**config.mk**
```make
export PLATFORM = sky130hd
export DESIGN_NAME = axi_wr_engine
export DESIGN_NICKNAME = d
export VERILOG_FILES = /design/src/rtl/axi_wr_pkg.sv /design/src/rtl/axi_wr_bfifo.sv /design/src/rtl/axi_wr_engine.sv
export SDC_FILE = /design/constraint.sdc
export NUM_CORES = 1
export LEC_CHECK = 0
export CAP_MARGIN = 20
export CORE_MARGIN = 3
export CORE_UTILIZATION = 45
export CTS_CLUSTER_SIZE = 14
export DETAILED_ROUTE_END_ITERATION = 10
export HOLD_SLACK_MARGIN = 0.1
export PLACE_DENSITY = 0.85
export SLEW_MARGIN = 10
export SYNTH_ARGS = -nofsm -noshare
export SYNTH_HDL_FRONTEND = slang
export SYNTH_HIERARCHICAL = 1
export SYNTH_SLANG_ARGS = --single-unit
```
**constraint.sdc**
```tcl
create_clock -name iCLK -period 4.4 [get_ports iCLK]
set_clock_uncertainty 0.15 [all_clocks]
set_input_delay 0.88 -clock iCLK [delete_from_list [all_inputs] [get_ports iCLK]]
set_output_delay 0.88 -clock iCLK [all_outputs]
set_load 0.02 [all_outputs]
```
**src/rtl/axi_wr_pkg.sv**
```systemverilog
// Shared types for the AXI write engine: response codes and FSM states.
// Optional feature macro AXWR_PARTIAL_STRB_EN is consumed by axi_wr_engine.
package axi_wr_pkg;

  typedef enum logic [1:0] {
    OKAY   = 2'b00,
    SLVERR = 2'b10
  } resp_t;

  typedef enum logic [1:0] {
    IDLE  = 2'b00,
    WRITE = 2'b01,
    CHECK = 2'b10
  } state_t;

endpackage

```
**src/rtl/axi_wr_bfifo.sv**
```systemverilog
// Write-response FIFO: power-of-two depth, head always visible on dout.
// Occupancy count is exported so the engine can reserve slots.
module axi_wr_bfifo #(
  parameter int DEPTH = 2,
  parameter int WIDTH = 2,
  localparam int PTR_W = $clog2(DEPTH),
  localparam int CNT_W = $clog2(DEPTH) + 1
) (
  input  logic             clk,
  input  logic             rst_n,
  input  logic             push,
  input  logic [WIDTH-1:0] din,
  input  logic             pop,
  output logic [WIDTH-1:0] dout,
  output logic             full,
  output logic             empty,
  output logic [CNT_W-1:0] count
);

  logic [WIDTH-1:0] mem_q [DEPTH];
  logic [WIDTH-1:0] mem_d [DEPTH];
  logic [PTR_W-1:0] wptr_q, wptr_d;
  logic [PTR_W-1:0] rptr_q, rptr_d;
  logic [CNT_W-1:0] cnt_q, cnt_d;
  logic             do_push;
  logic             do_pop;

  assign full  = (cnt_q == CNT_W'(DEPTH));
  assign empty = (cnt_q == '0);
  assign count = cnt_q;
  assign dout  = mem_q[rptr_q];

  assign do_pop  = pop & ~empty;
  assign do_push = push & (~full | do_pop);

  always_comb begin
    mem_d  = mem_q;
    wptr_d = wptr_q;
    rptr_d = rptr_q;
    cnt_d  = cnt_q;
    if (do_push) begin
      mem_d[wptr_q] = din;
      wptr_d        = wptr_q + PTR_W'(1);
    end
    if (do_pop) begin
      rptr_d = rptr_q + PTR_W'(1);
    end
    unique case ({do_push, do_pop})
      2'b10:   cnt_d = cnt_q + CNT_W'(1);
      2'b01:   cnt_d = cnt_q - CNT_W'(1);
      default: cnt_d = cnt_q;
    endcase
  end

  always_ff @(posedge clk or negedge rst_n) begin
    if (!rst_n) begin
      for (int i = 0; i < DEPTH; i++) mem_q[i] <= '0;
      wptr_q <= '0;
      rptr_q <= '0;
      cnt_q  <= '0;
    end else begin
      mem_q  <= mem_d;
      wptr_q <= wptr_d;
      rptr_q <= rptr_d;
      cnt_q  <= cnt_d;
    end
  end

endmodule

```
**src/rtl/axi_wr_engine.sv**
```systemverilog
// AXI write slave bridging AW/W/B to a single-cycle register write port.
// Define AXWR_PARTIAL_STRB_EN to issue writes with any strobe pattern.
module axi_wr_engine
  import axi_wr_pkg::*;
#(
  parameter int ADDR_W  = 8,
  parameter int DATA_W  = 32,
  parameter int B_DEPTH = 2,
  localparam int STRB_W = DATA_W / 8
) (
  input  logic              iCLK,
  input  logic              iRSTN,
  input  logic [31:0]       iAWADDR,
  input  logic              iAWVALID,
  output logic              oAWREADY,
  input  logic [DATA_W-1:0] iWDATA,
  input  logic [STRB_W-1:0] iWSTRB,
  input  logic              iWVALID,
  output logic              oWREADY,
  output logic [1:0]        oBRESP,
  output logic              oBVALID,
  input  logic              iBREADY,
  input  logic              iARVALID,
  output logic [ADDR_W-1:0] oPWADR,
  output logic [DATA_W-1:0] oPWDAT,
  output logic [STRB_W-1:0] oPWSTB,
  output logic              oPWRTE,
  input  logic              iPERR
);

  localparam int CNT_W = $clog2(B_DEPTH) + 1;

  state_t              state_q, state_d;
  logic                aw_held_q, aw_held_d;
  logic                w_held_q, w_held_d;
  logic [ADDR_W-1:0]   awaddr_q, awaddr_d;
  logic [DATA_W-1:0]   wdata_q, wdata_d;
  logic [STRB_W-1:0]   wstrb_q, wstrb_d;
  logic                strb_err_q, strb_err_d;

  logic                strb_ok;
  logic [STRB_W-1:0]   issue_stb;
  logic                room;
  logic                aw_hs;
  logic                w_hs;
  logic                fifo_push;
  resp_t               push_resp;
  logic                fifo_pop;
  logic [1:0]          fifo_head;
  logic                fifo_full;
  logic                fifo_empty;
  logic [CNT_W-1:0]    fifo_cnt;
  logic                unused_addr_hi;

  assign unused_addr_hi = ^iAWADDR[31:ADDR_W] ^ fifo_full;

`ifdef AXWR_PARTIAL_STRB_EN
  assign strb_ok   = 1'b1;
  assign issue_stb = wstrb_q;
`else
  assign strb_ok   = &wstrb_q;
  assign issue_stb = '1;
`endif

  // A write in WRITE/CHECK already owns a FIFO slot it will push into.
  assign room = (int'(fifo_cnt) + ((state_q != IDLE) ? 1 : 0)) < B_DEPTH;

  assign oAWREADY = (state_q == IDLE) & ~aw_held_q & ~iARVALID & room;
  assign oWREADY  = (state_q == IDLE) & ~w_held_q & ~iARVALID & room;
  assign aw_hs    = iAWVALID & oAWREADY;
  assign w_hs     = iWVALID & oWREADY;

  always_comb begin
    state_d    = state_q;
    aw_held_d  = aw_held_q;
    w_held_d   = w_held_q;
    awaddr_d   = awaddr_q;
    wdata_d    = wdata_q;
    wstrb_d    = wstrb_q;
    strb_err_d = strb_err_q;
    fifo_push  = 1'b0;
    push_resp  = OKAY;
    oPWRTE     = 1'b0;
    oPWADR     = '0;
    oPWDAT     = '0;
    oPWSTB     = '0;
    unique case (state_q)
      IDLE: begin
        if (aw_hs) begin
          aw_held_d = 1'b1;
          awaddr_d  = iAWADDR[ADDR_W-1:0];
        end
        if (w_hs) begin
          w_held_d = 1'b1;
          wdata_d  = iWDATA;
          wstrb_d  = iWSTRB;
        end
        if (aw_held_d && w_held_d) state_d = WRITE;
      end
      WRITE: begin
        aw_held_d  = 1'b0;
        w_held_d   = 1'b0;
        strb_err_d = ~strb_ok;
        if (strb_ok) begin
          oPWRTE = 1'b1;
          oPWADR = awaddr_q;
          oPWDAT = wdata_q;
          oPWSTB = issue_stb;
        end
        state_d = CHECK;
      end
      CHECK: begin
        fifo_push = 1'b1;
        push_resp = (strb_err_q | iPERR) ? SLVERR : OKAY;
        state_d   = IDLE;
      end
      default: state_d = IDLE;
    endcase
  end

  always_ff @(posedge iCLK or negedge iRSTN) begin
    if (!iRSTN) begin
      state_q    <= IDLE;
      aw_held_q  <= 1'b0;
      w_held_q   <= 1'b0;
      awaddr_q   <= '0;
      wdata_q    <= '0;
      wstrb_q    <= '0;
      strb_err_q <= 1'b0;
    end else begin
      state_q    <= state_d;
      aw_held_q  <= aw_held_d;
      w_held_q   <= w_held_d;
      awaddr_q   <= awaddr_d;
      wdata_q    <= wdata_d;
      wstrb_q    <= wstrb_d;
      strb_err_q <= strb_err_d;
    end
  end

  assign fifo_pop = ~fifo_empty & iBREADY;

  axi_wr_bfifo #(
    .DEPTH (B_DEPTH),
    .WIDTH (2)
  ) u_bfifo (
    .clk   (iCLK),
    .rst_n (iRSTN),
    .push  (fifo_push),
    .din   (push_resp),
    .pop   (fifo_pop),
    .dout  (fifo_head),
    .full  (fifo_full),
    .empty (fifo_empty),
    .count (fifo_cnt)
  );

  assign oBVALID = ~fifo_empty;
  assign oBRESP  = fifo_empty ? 2'b00 : fifo_head;

endmodule
```
Yosys cells after proc, flatten, opt, wreduce, memory -nomap -nowiden
Cells that the tools add are included.
{"block": "totals", "regBits": 57, "inputBits": 75, "output_inout_bits": 50, "wordCells": 86}
{"block": "classes", "n_addsub": 5, "n_lt_le_gt_ge": 4, "eq_ne": 6, "muxes": 28, "bitwise": 21, "reduce_logical": 10}
{"op": "32-bit 2-to-1 mux", "count": 2}
{"op": "2-bit 2-to-1 mux", "count": 8}
{"op": "8-bit 2-to-1 mux", "count": 2}
{"op": "1-bit bitwise AND", "count": 11}
{"op": "1-bit 2-to-1 mux", "count": 8}
{"op": "4-bit 2-to-1 mux", "count": 2}
{"op": "2-bit case mux with 2 select lines", "count": 2}
{"op": "2-bit == test (second input constant)", "count": 3}
{"op": "1-bit NOT", "count": 6}
{"op": "2-bit nonzero test", "count": 3}
{"op": "4-bit bitwise mux", "count": 1}
{"op": "2-bit by 1-bit == test with 1-bit output (second input constant)", "count": 2}
{"op": "2-bit greater-or-equal comparator (second input constant)", "count": 2}
{"op": "2-bit logical NOT", "count": 2}
{"op": "1-bit NOT with 2-bit output", "count": 2}
{"op": "1-bit case mux with 2 select lines", "count": 2}
{"op": "2-bit AND reduction", "count": 2}
{"op": "4-bit AND reduction", "count": 1}
{"op": "2-bit by 1-bit adder with 3-bit output", "count": 1}
{"op": "3-bit by 2-bit < comparator with 1-bit output (second input constant)", "count": 1}
{"op": "1-bit adder (second input constant)", "count": 2}
{"op": "2-bit by 1-bit adder with 2-bit output (second input constant)", "count": 1}
{"op": "2-bit demux with 1-bit select", "count": 1}
{"op": "1-bit logical AND", "count": 2}
{"op": "4 further kinds", "count": 5}

Longest topological paths before layout
Gate-level depths: netlist of the first run.
{"block": "logic_depth", "depth_word": 11, "depth_mapped": 8, "mapped_depth_nobuf": 8}

Modules after synthesis
The synthesis of the first run kept the hierarchy.
{"mod": "axi_wr_engine", "instances": 1, "cells_per_inst": 172, "area_per_inst_um2": 2357.3, "seq_area_each_um2": 1226.2}
{"mod": "axi_wr_bfifo", "instances": 1, "cells_per_inst": 29, "area_per_inst_um2": 384.1, "seq_area_each_um2": 200.2}

Worst setup path after synthesis of the first run
OpenSTA, ideal clock, no wires.
{"block": "synth_timing", "path_type": "input to output", "start": "input port iARVALID", "end": "output port oAWREADY", "t_arrival_ps": 1662, "required_time_ps": 3370, "slack_ps": 1708, "cell_stages": 2, "n_path_buf": 0, "cell_sequence": "or4_4 -> nor2_1"}
{"block": "synth_via", "elab_chain_cells": 3}
{"item": "start, declared", "line_no": "axi_wr_engine.sv:23", "text": "input logic iARVALID,"}
{"item": "1-bit NOT", "line_no": "axi_wr_engine.sv:68", "text": "assign oAWREADY = (state_q == IDLE) & ~aw_held_q & ~iARVALID & room;"}
{"item": "1-bit bitwise AND (2 in a row)", "line_no": "axi_wr_engine.sv:68"}
{"item": "end, declared", "line_no": "axi_wr_engine.sv:15", "text": "output logic oAWREADY,"}
Every way passes these cells.

Worst setup path after layout of the first run
{"block": "layout_timing", "start": "input port iARVALID", "end": "output port oWREADY"}
{"block": "layout_via", "elab_chain_cells": 3}
{"item": "1-bit NOT", "line_no": "axi_wr_engine.sv:69", "text": "assign oWREADY = (state_q == IDLE) & ~w_held_q & ~iARVALID & room;"}
{"item": "1-bit bitwise AND (2 in a row)", "line_no": "axi_wr_engine.sv:69"}
{"item": "end, declared", "line_no": "axi_wr_engine.sv:19", "text": "output logic oWREADY,"}
Every way passes these cells.

==> results of run 1 <==
-- worst max-delay path: stages --
cell and delay (ns):
clkdlybuf4s50_1 0.45, or4_4 0.51, nor2_1 0.10, clkdlybuf4s50_1 0.62
-- stage by stage --
| stage | utilization | area (um2) |
|---|---|---|
| 2_1_floorplan | - | 2738 |
| 3_3_place_gp | 0.6585 | 3737 |
| 3_5_place_dp | 0.6585 | 3737 |
| 4_1_cts | 0.6989 | 3966 |
| 5_1_grt | 0.6989 | 3966 |
| 6_report | 0.6989 | 3966 |
-- placed cells by master (no fill, tap or decap), types with 2 or more instances in the layout --
| master | count |
|---|---|
| dfrtp_1 | 57 |
| mux2_4 | 30 |
| and2_1 | 40 |
| conb_1 | 2 |
| or3b_2 | 2 |
| mux2_2 | 20 |
| nor3b_2 | 3 |
| nor2_1 | 10 |
| clkinv_2 | 2 |
| clkdlybuf4s50_1 | 99 |
| xor2_1 | 2 |
| and2b_2 | 2 |
| xnor2_1 | 3 |
| bufinv_16 | 2 |
| clkbuf_8 | 11 |
| a21oi_1 | 4 |
| nor2b_1 | 4 |
| buf_4 | 4 |
-- per-layer routing --
layer	GRT usage	vias up	wire [um]
met2	0.2827	63	2774
met4	0.07456	0	62
met1	0.2288	857	2551
li1	-	870	-
met3	0.03850	7	338
met5	0	-	0
-- power groups by stage --
stage	clock network [mW]	registers, mW	logic [mW]
after floorplan	0	0.890	0.551
after global placement	0	0.916	0.684
after detailed placement	0	0.936	0.701
after CTS	0.563	0.930	0.716
after global routing	0.595	0.963	0.767
final	0.548	0.930	0.703
-- layout make-up --
| cell class | count | area [um2] |
|---|---|---|
| clock buffers | 11 | 151.4 |
| well taps | 72 | 90.09 |
| flip-flops and latches | 57 | 1426 |
| clock inverters | 5 | 77.57 |
| repair buffers | 104 | 1026 |
| multi-input cells | 130 | 1191 |
| inverters | 1 | 3.754 |
| fillers | 417 | 1709 |
-- final timing paths --
kind                              from          end  slack, ns  depth (start not counted)
max                           iARVALID      oWREADY       0.80                          4
max reg2reg                 state_q[1]  wdata_q[14]       1.73                          4
min                              iRSTN  wdata_q[25]       0.31                          1
min reg2reg                awaddr_q[7]  awaddr_q[7]       0.35                          1
min in group iCLK          awaddr_q[7]  awaddr_q[7]       0.35                          1
max in group asynchronous        iRSTN   wdata_q[2]       2.96                          2
-- registers in the layout, summed over array words and instances, names as in the netlist --
signal	flops
wdata_q	32
awaddr_q	8
u_bfifo/mem_q	4
wstrb_q	4
state_q	2
u_bfifo/count	2
aw_held_q	1
strb_err_q	1
u_bfifo/rptr_q	1
u_bfifo/wptr_q	1
w_held_q	1
==> results_dict.tcl, run 1 <==
set metrics [dict create \
    antenna_cells 0 \
    htreeDepth 3 \
    dpl.cell_count 364 \
    portBuffers 100 \
    wl_per_cell_um 15.07 \
    grt_pass1_vias 1943 \
    track_usage 0.1758 \
    status "finished, final reports clean" \
    cts_hold_buffers 0 \
    cp_max_fo 4 \
    viasPerCell 4.729 \
    initial_core_util 0.4817 \
    dr_total_vias 1797 \
    worstHoldPathType "input port to async pin" \
    fp.dieH_um 83.95 \
    dp_slack_ns 0.7907 \
    period_needed_ns 3.595 \
    p_clk_frac 0.251 \
    cp.arrival_ns 2.57 \
    grt_first_pass_wirelength_um 9687 \
    overflow 0 \
    power_frac_comb 0.322 \
    post_cts_buffers 0 \
    drt_pass1_iterations 4 \
    route.detailed.drc 0 \
    worst_slew_pin_slew_ns 0.5147 \
    finalHoldViolations 0 \
    finalMaxSlewViolations 0 \
    layout.nets 379 \
    dp_hpwl_um 4087 \
    post_cts_resized 0 \
    internal_power_mw 1.589 \
    clk_pin_slew_ns 0.07 \
    leakage_nw 1.787 \
    fmax_ghz 0.2781 \
    finalCritPeriodShare 0.8171 \
    cp.required_ns 3.37 \
    swShare 0.2716 \
    p_total_mw 2.181 \
    end_kind "output port" \
    routed_wirelength_um 5726 \
    avgSynthCellArea_um2 13.67 \
    worstSetupStartpointType "input port" \
    setup_slack_ns 0.8046 \
    die_x_um 83.95 \
    whs_ns 0.3070 \
    syn_area_mm2 0.002734 \
    ys_warn_count 6 \
    max_slew_margin 0.6568 \
    clk_latency_ns 0.32 \
    setup-tns-final_ns 0 \
    place.gp.congestion 0.7329 \
    clockBufferDepth 2 \
    drt_iter0_drc 32 \
    rsz0062_at_grt "no" \
    powerDensity_mw_per_mm2 549.9 \
    cts_root_buf "clkbuf_8" \
    dieArea_mm2 0.007047 \
    setup_viol 0 \
    fp.coreArea_mm2 0.005675 \
    power_frac_seq 0.427 \
    row_count 27 \
    crit_type "input port to output port" \
    final_layout_size_suffix_gt1_frac 0.2565 \
    ir_drop_v 0.0003527 \
    clock_sinks 57 \
    max_cap_viol_count 0 \
    numCtsBuffers 9 \
    syn2layout_area_growth_pct 45.08 \
    ant_nets 0 \
    antenna_found_initial 0 \
    cts_tree "built" \
    ios 125 \
    p_switching_mw 0.5923 \
    final_cell_count_no_fill 380 \
    grt_start_max_net_pins 42 \
    syn_inst 200 \
]
Note: power is estimated with default switching activity, not from simulation.
==> run 2, diff against run 1 <==
Settings changed: CORE_UTILIZATION 45 to 38, PLACE_DENSITY 0.85 to 0.76.
Clock period 4.4 ns to 3.1 ns, I/O delays scaled along.
==> run 2 against run 1 <==
Sequential share of layout area fell by 0.17 points. Final area rose by 0.47%. Clock-buffer cell count rose by 1. Clock power rose by 25%. Via count rose by 0.56%. Global-route usage fell by 3.0 points. First-iteration DRC count rose by 75%. Utilization fell by 12 points. Largest cell class unchanged. Largest power group unchanged.
==> results_dict.tcl, run 2 (same netlist as run 1, synthesis figures left out) <==
set metrics [dict create \
    place.gp.congestion 0.7165 \
    die_x_um 90.82 \
    cts_tree "built" \
    rsz0062_at_grt "no" \
    final_cell_count_no_fill 404 \
    top_usage_layer "met2" \
    max_cap_viol_count 0 \
    route.detailed.drc 0 \
    fillers 584 \
    clock_sinks 57 \
    grt_use_met1 0.1773 \
    dp_hpwl_um 4023 \
    status "finished, final reports clean" \
    fmax_ghz 0.3293 \
    cp.required_ns 2.33 \
    final_area_mm2 0.003985 \
    max_slew_margin 0.5222 \
    antenna_found_initial 0 \
    ios 125 \
    final_layout_size_suffix_gt1_frac 0.2532 \
    track_usage 0.1453 \
    initial_core_util 0.3980 \
    viasPerCell 4.473 \
    setup-tns-final_ns 0 \
    met3_usage 0.05583 \
    final_common_cell "clkdlybuf4s50_1" \
    routed_wirelength_um 5704 \
    finalCritPeriodShare 0.9796 \
    final_cell_mix "clkdlybuf4s50_1 (98), dfrtp_1 (57), and2_1 (40)" \
    worstSetupStartpointType "input port" \
    r2r_start "state_q[1]" \
    overflow 0 \
    finalMaxSlewViolations 0 \
    rr_endpoint "wdata_q[28]" \
    powerDensity_mw_per_mm2 752.7 \
    grtUsageMet2 0.2397 \
    largest_reg_flops 32 \
    finalHoldViolations 0 \
    drt_iter0_drc 56 \
    multi_input_area_mm2 0.001191 \
    dr_total_vias 1807 \
    dieArea_mm2 0.008248 \
    ant_nets 0 \
    grt_pass1_vias 1939 \
    syn2layout_area_growth_pct 45.77 \
    drt_pass1_iterations 4 \
    seq_area_mm2 0.001426 \
    leakage_nw 1.802 \
    portBuffers 100 \
    layout.nets 380 \
    period_needed_ns 3.037 \
    grt_first_pass_wirelength_um 9508 \
    regToRegSetupSlack_ns 0.76 \
    clk_latency_ns 0.33 \
    cp_max_fo 4 \
    dpl.cell_count 389 \
    whs_ns 0.2801 \
    r2r.worst_path.cells 4 \
    cp.arrival_ns 2.27 \
    row_count 30 \
    end_kind "output port" \
    post_cts_buffers 0 \
    worstHoldPathType "input port to async pin" \
    htreeDepth 3 \
    wl_per_cell_um 14.12 \
    worst_slew_pin_slew_ns 0.7168 \
    setup_viol 0 \
    cts_root_buf "clkbuf_8" \
    fp.coreArea_mm2 0.006869 \
    crit_type "input port to output port" \
    clockBufferDepth 2 \
    top_regs "wdata_q (32), awaddr_q (8)" \
    top_register "wdata_q" \
    grt_start_max_net_pins 58 \
    fp.dieH_um 90.82 \
    ir_drop_v 0.0005719 \
    placed_area_mm2 0.003787 \
    numCtsBuffers 9 \
    antenna_cells 0 \
    clk_pin_slew_ns 0.06 \
    p_total_mw 2.999 \
]
## run 2: final cells by class
class | count | share of cell area
clock buffer | 12 | 0.03893
sequential | 57 | 0.3579
multi-input combinational | 130 | 0.2989
inverter | 1 | 0.0009419
clock inverter | 3 | 0.01005
timing repair buffer | 105 | 0.2631
tap | 96 | 0.03014
## run 2: stage by stage
step	util	setup WS (ns)
finish	0.5801	0.06316
CTS	0.5798	0.02936
detailed placement	0.5514	0.04123
global route	0.5801	0.01044
floorplan	-	0.7494
global placement	0.5514	0.01202
## run 2: per-layer routing
metal,vias to the layer above,part of all wire
met5,-,0
li1,866,-
met3,7,0.056
met4,0,0.010
met1,874,0.44
met2,60,0.49
## run 2: critical path, cell delays in order
cell and delay, ns:
clkdlybuf4s50_1 0.42, or4_4 0.51, nor2_1 0.10, clkdlybuf4s50_1 0.62
## run 2: worst max path at each step
stage	startpoint	to	slack, ns	depth (start not counted)
floorplan	iARVALID	wdata_q[10]	0.75	5
global placement	iARVALID	oWREADY	0.01	4
detailed placement	iARVALID	oWREADY	0.04	4
CTS	iARVALID	oWREADY	0.03	4
global route	iARVALID	oAWREADY	0.01	4
finish	iARVALID	oAWREADY	0.06	4
## run 2: repair_timing
action                                  in CTS  in global routing
hold buffers                                 0                  0
endpoints found under the setup margin       0                  1
resized for setup                            0                  1
## run 2: power breakdown
part / switching (mW) / internal (mW) / leakage, nW / total (mW)
clock: 0.277 / 0.408 / 0.102 / 0.685
combinational: 0.337 / 0.655 / 1.01 / 0.992
sequential: 0.211 / 1.11 / 0.687 / 1.32
==> run 3, diff against run 2 <==
Settings changed: CORE_UTILIZATION 38 to 37, CTS_CLUSTER_SIZE 14 to not set, SYNTH_HIERARCHICAL 1 to not set.
==> run 3 against run 2 <==
Utilization fell by 2.6 points. Non-clock buffer count decreased by 2. Routed wire length is 9.1% lower. Sequential power decreased by 4%. Clock-buffer cell count shrank 6. Worst hold slack worse by 0.0022 ns. Fmax rose by 1.5%. Combinational power down 8.6%. Area after synthesis decreased by 3.9%.
==> results_dict.tcl, run 3 <==
set metrics [dict create \
    status "finished, final reports clean" \
    clockBufferDepth 2 \
    muxShareOfSynthArea 0.2439 \
    dieArea_mm2 0.008145 \
    whs_ns 0.2779 \
    synth-edff-count 0 \
    final_area_mm2 0.003784 \
    synth-async-reset-ratio 1.000 \
    synth_compound_gate_area_share 0.007623 \
    syn_area_mm2 0.002626 \
    leakage_nw 1.671 \
    finalCritPeriodShare 0.9648 \
    cts_tree "built" \
    track_usage 0.1316 \
    yosysUniqueCellTypes 29 \
    synthTopCellsByCount "dfrtp_1 (55), and2_1 (41), mux2_4 (30)" \
    cp_max_fo 4 \
    synth_top_family_by_area "multiplexers" \
    top_regs "wdata_q (32), awaddr_q (8), wstrb_q (4)" \
    clk_latency_ns 0.30 \
    final_common_cell "clkdlybuf4s50_1" \
    powerDensity_mw_per_mm2 719.5 \
    p_clk_frac 0.200 \
    cp.arrival_ns 2.22 \
    worstHoldPathType "input port to async pin" \
    grt_start_max_net_pins 56 \
    routed_wirelength_um 5184 \
    fp.coreArea_mm2 0.006832 \
    ys_ff_latch 55 \
    synth_simple_gate_area_share 0.1510 \
    antenna_found_initial 0 \
    largest_reg_flops 32 \
    grt_first_pass_wirelength_um 8714 \
    rsz0062_at_grt "no" \
    setup_slack_ns 0.1090 \
    p_switching_mw 0.7183 \
    finalHoldViolations 0 \
    placed_area_mm2 0.003651 \
    clk_pin_slew_ns 0.10 \
    die_x_um 90.25 \
    post_cts_buffers 0 \
    yosysTopAreaCellShare 0.5241 \
    swShare 0.2638 \
    max_slew_margin 0.5454 \
    place.gp.congestion 0.7181 \
    max_cap_viol_count 0 \
    cp.required_ns 2.33 \
    setup-tns-final_ns 0 \
    r2r_start "state_q[1]" \
    dr_total_vias 1728 \
    fp.dieH_um 90.25 \
    route.detailed.drc 0 \
    cts_hold_buffers 0 \
    fmax_ghz 0.3343 \
    worstSetupStartpointType "input port" \
    yosysMostFrequentCell "dfrtp_1" \
    final_cell_mix "clkdlybuf4s50_1 (98), dfrtp_1 (55), and2_1 (41)" \
    overflow 0 \
    initial_core_util 0.3844 \
    htreeDepth 2 \
    syn2layout_area_growth_pct 44.07 \
    top_register "wdata_q" \
    row_count 30 \
    numCtsBuffers 5 \
    p_total_mw 2.722 \
    portBuffers 99 \
    post_cts_resized 0 \
    synth_fp_nets 269 \
    startpoint "iARVALID" \
    drt_iter0_drc 66 \
    ys_warn_count 0 \
    internal_power_mw 2.004 \
    post-route-util 0.5538 \
    power_frac_seq 0.467 \
    avgSynthCellArea_um2 13.61 \
    viasPerCell 4.477 \
    ant_nets 0 \
    final_layout_size_suffix_gt1_frac 0.2241 \
    end_kind "output port" \
    clock_sinks 55 \
    worst_slew_pin_slew_ns 0.6820 \
    power_frac_comb 0.333 \
    synthAdderAreaFrac 0.004764 \
    ios 125 \
    drt_pass1_iterations 4 \
    cts_root_buf "clkbuf_8" \
    layout.nets 365 \
    wl_per_cell_um 13.43 \
    antenna_cells 0 \
    finalMaxSlewViolations 0 \
    dp_hpwl_um 3746 \
    ys_top_cells_by_area "dfrtp_1 (52%), mux2_4 (17%), and2_1 (9.8%), mux2_2 (6.9%), buf_12 (2.3%)" \
    syn_inst 193 \
    final_cell_count_no_fill 386 \
    grt_pass1_vias 1818 \
    yosysSeqAreaShare 0.5241 \
    synth_xor_area_frac 0.01667 \
    ir_drop_v 0.0002984 \
    period_needed_ns 2.991 \
    dpl.cell_count 378 \
    dp_slack_ns 0.1056 \
    crit_type "input port to output port" \
    setup_viol 0 \
    yosys.area.top_type "dfrtp_1" \
    synth_flop_cell "dfrtp_1" \
]
[run 3: kinds of logic after synthesis]
kind of cell	after synthesis
adder cells (fa/ha/maj)	1
buffers and inverters	15
AO/OA/AOI/OAI	4
multiplexers	47
XOR/XNOR	5
AND/OR/NAND/NOR	65
flip-flops	55
other	1
[run 3: layer usage]
metal,part of all wire,up-vias,global-route usage,wire (um)
li1,-,829,-,-
met1,0.42,834,0.1612,2177
met2,0.49,57,0.2184,2530
met3,0.079,8,0.04917,407
met4,0.013,0,0.03571,68
met5,0,-,0,0
[run 3: area by class of cell]
class	instances	area [um2]
Sequential cell	55	1376
Fill cell	618	3048
Clock buffer	6	72.57
Timing Repair Buffer	103	1028
Clock inverter	2	60.06
Tap cell	96	120.1
Inverter	1	3.754
Multi-Input combinational cell	123	1122
[run 3: power groups by stage]
stage          registers [mW]  clock network [mW]  logic [mW]
2_1_floorplan            1.22                   0       0.726
3_3_place_gp             1.27                   0       0.895
3_5_place_dp             1.28                   0       0.924
4_1_cts                  1.28               0.562       0.925
5_1_grt                  1.32               0.593       0.985
6_report                 1.27               0.544       0.907
[run 3: worst paths after layout]
| kind | endpoint | slack [ns] | cells past startpoint |
|---|---|---|---|
| max in group asynchronous | wdata_q[31] | 2.06 | 2 |
| worst max register to register | wdata_q[10] | 0.71 | 4 |
| worst min-delay path | u_bfifo.count[0] | 0.28 | 2 |
| worst max-delay path | oWREADY | 0.11 | 4 |
| min in group iCLK | u_bfifo.rptr_q | 0.35 | 1 |
| worst min register to register | u_bfifo.rptr_q | 0.35 | 1 |
[run 3: critical path, stage by stage]
cell and delay, ns:
clkdlybuf4s50_1 0.44, or4_4 0.44, nor2_1 0.11, clkdlybuf4s50_1 0.61
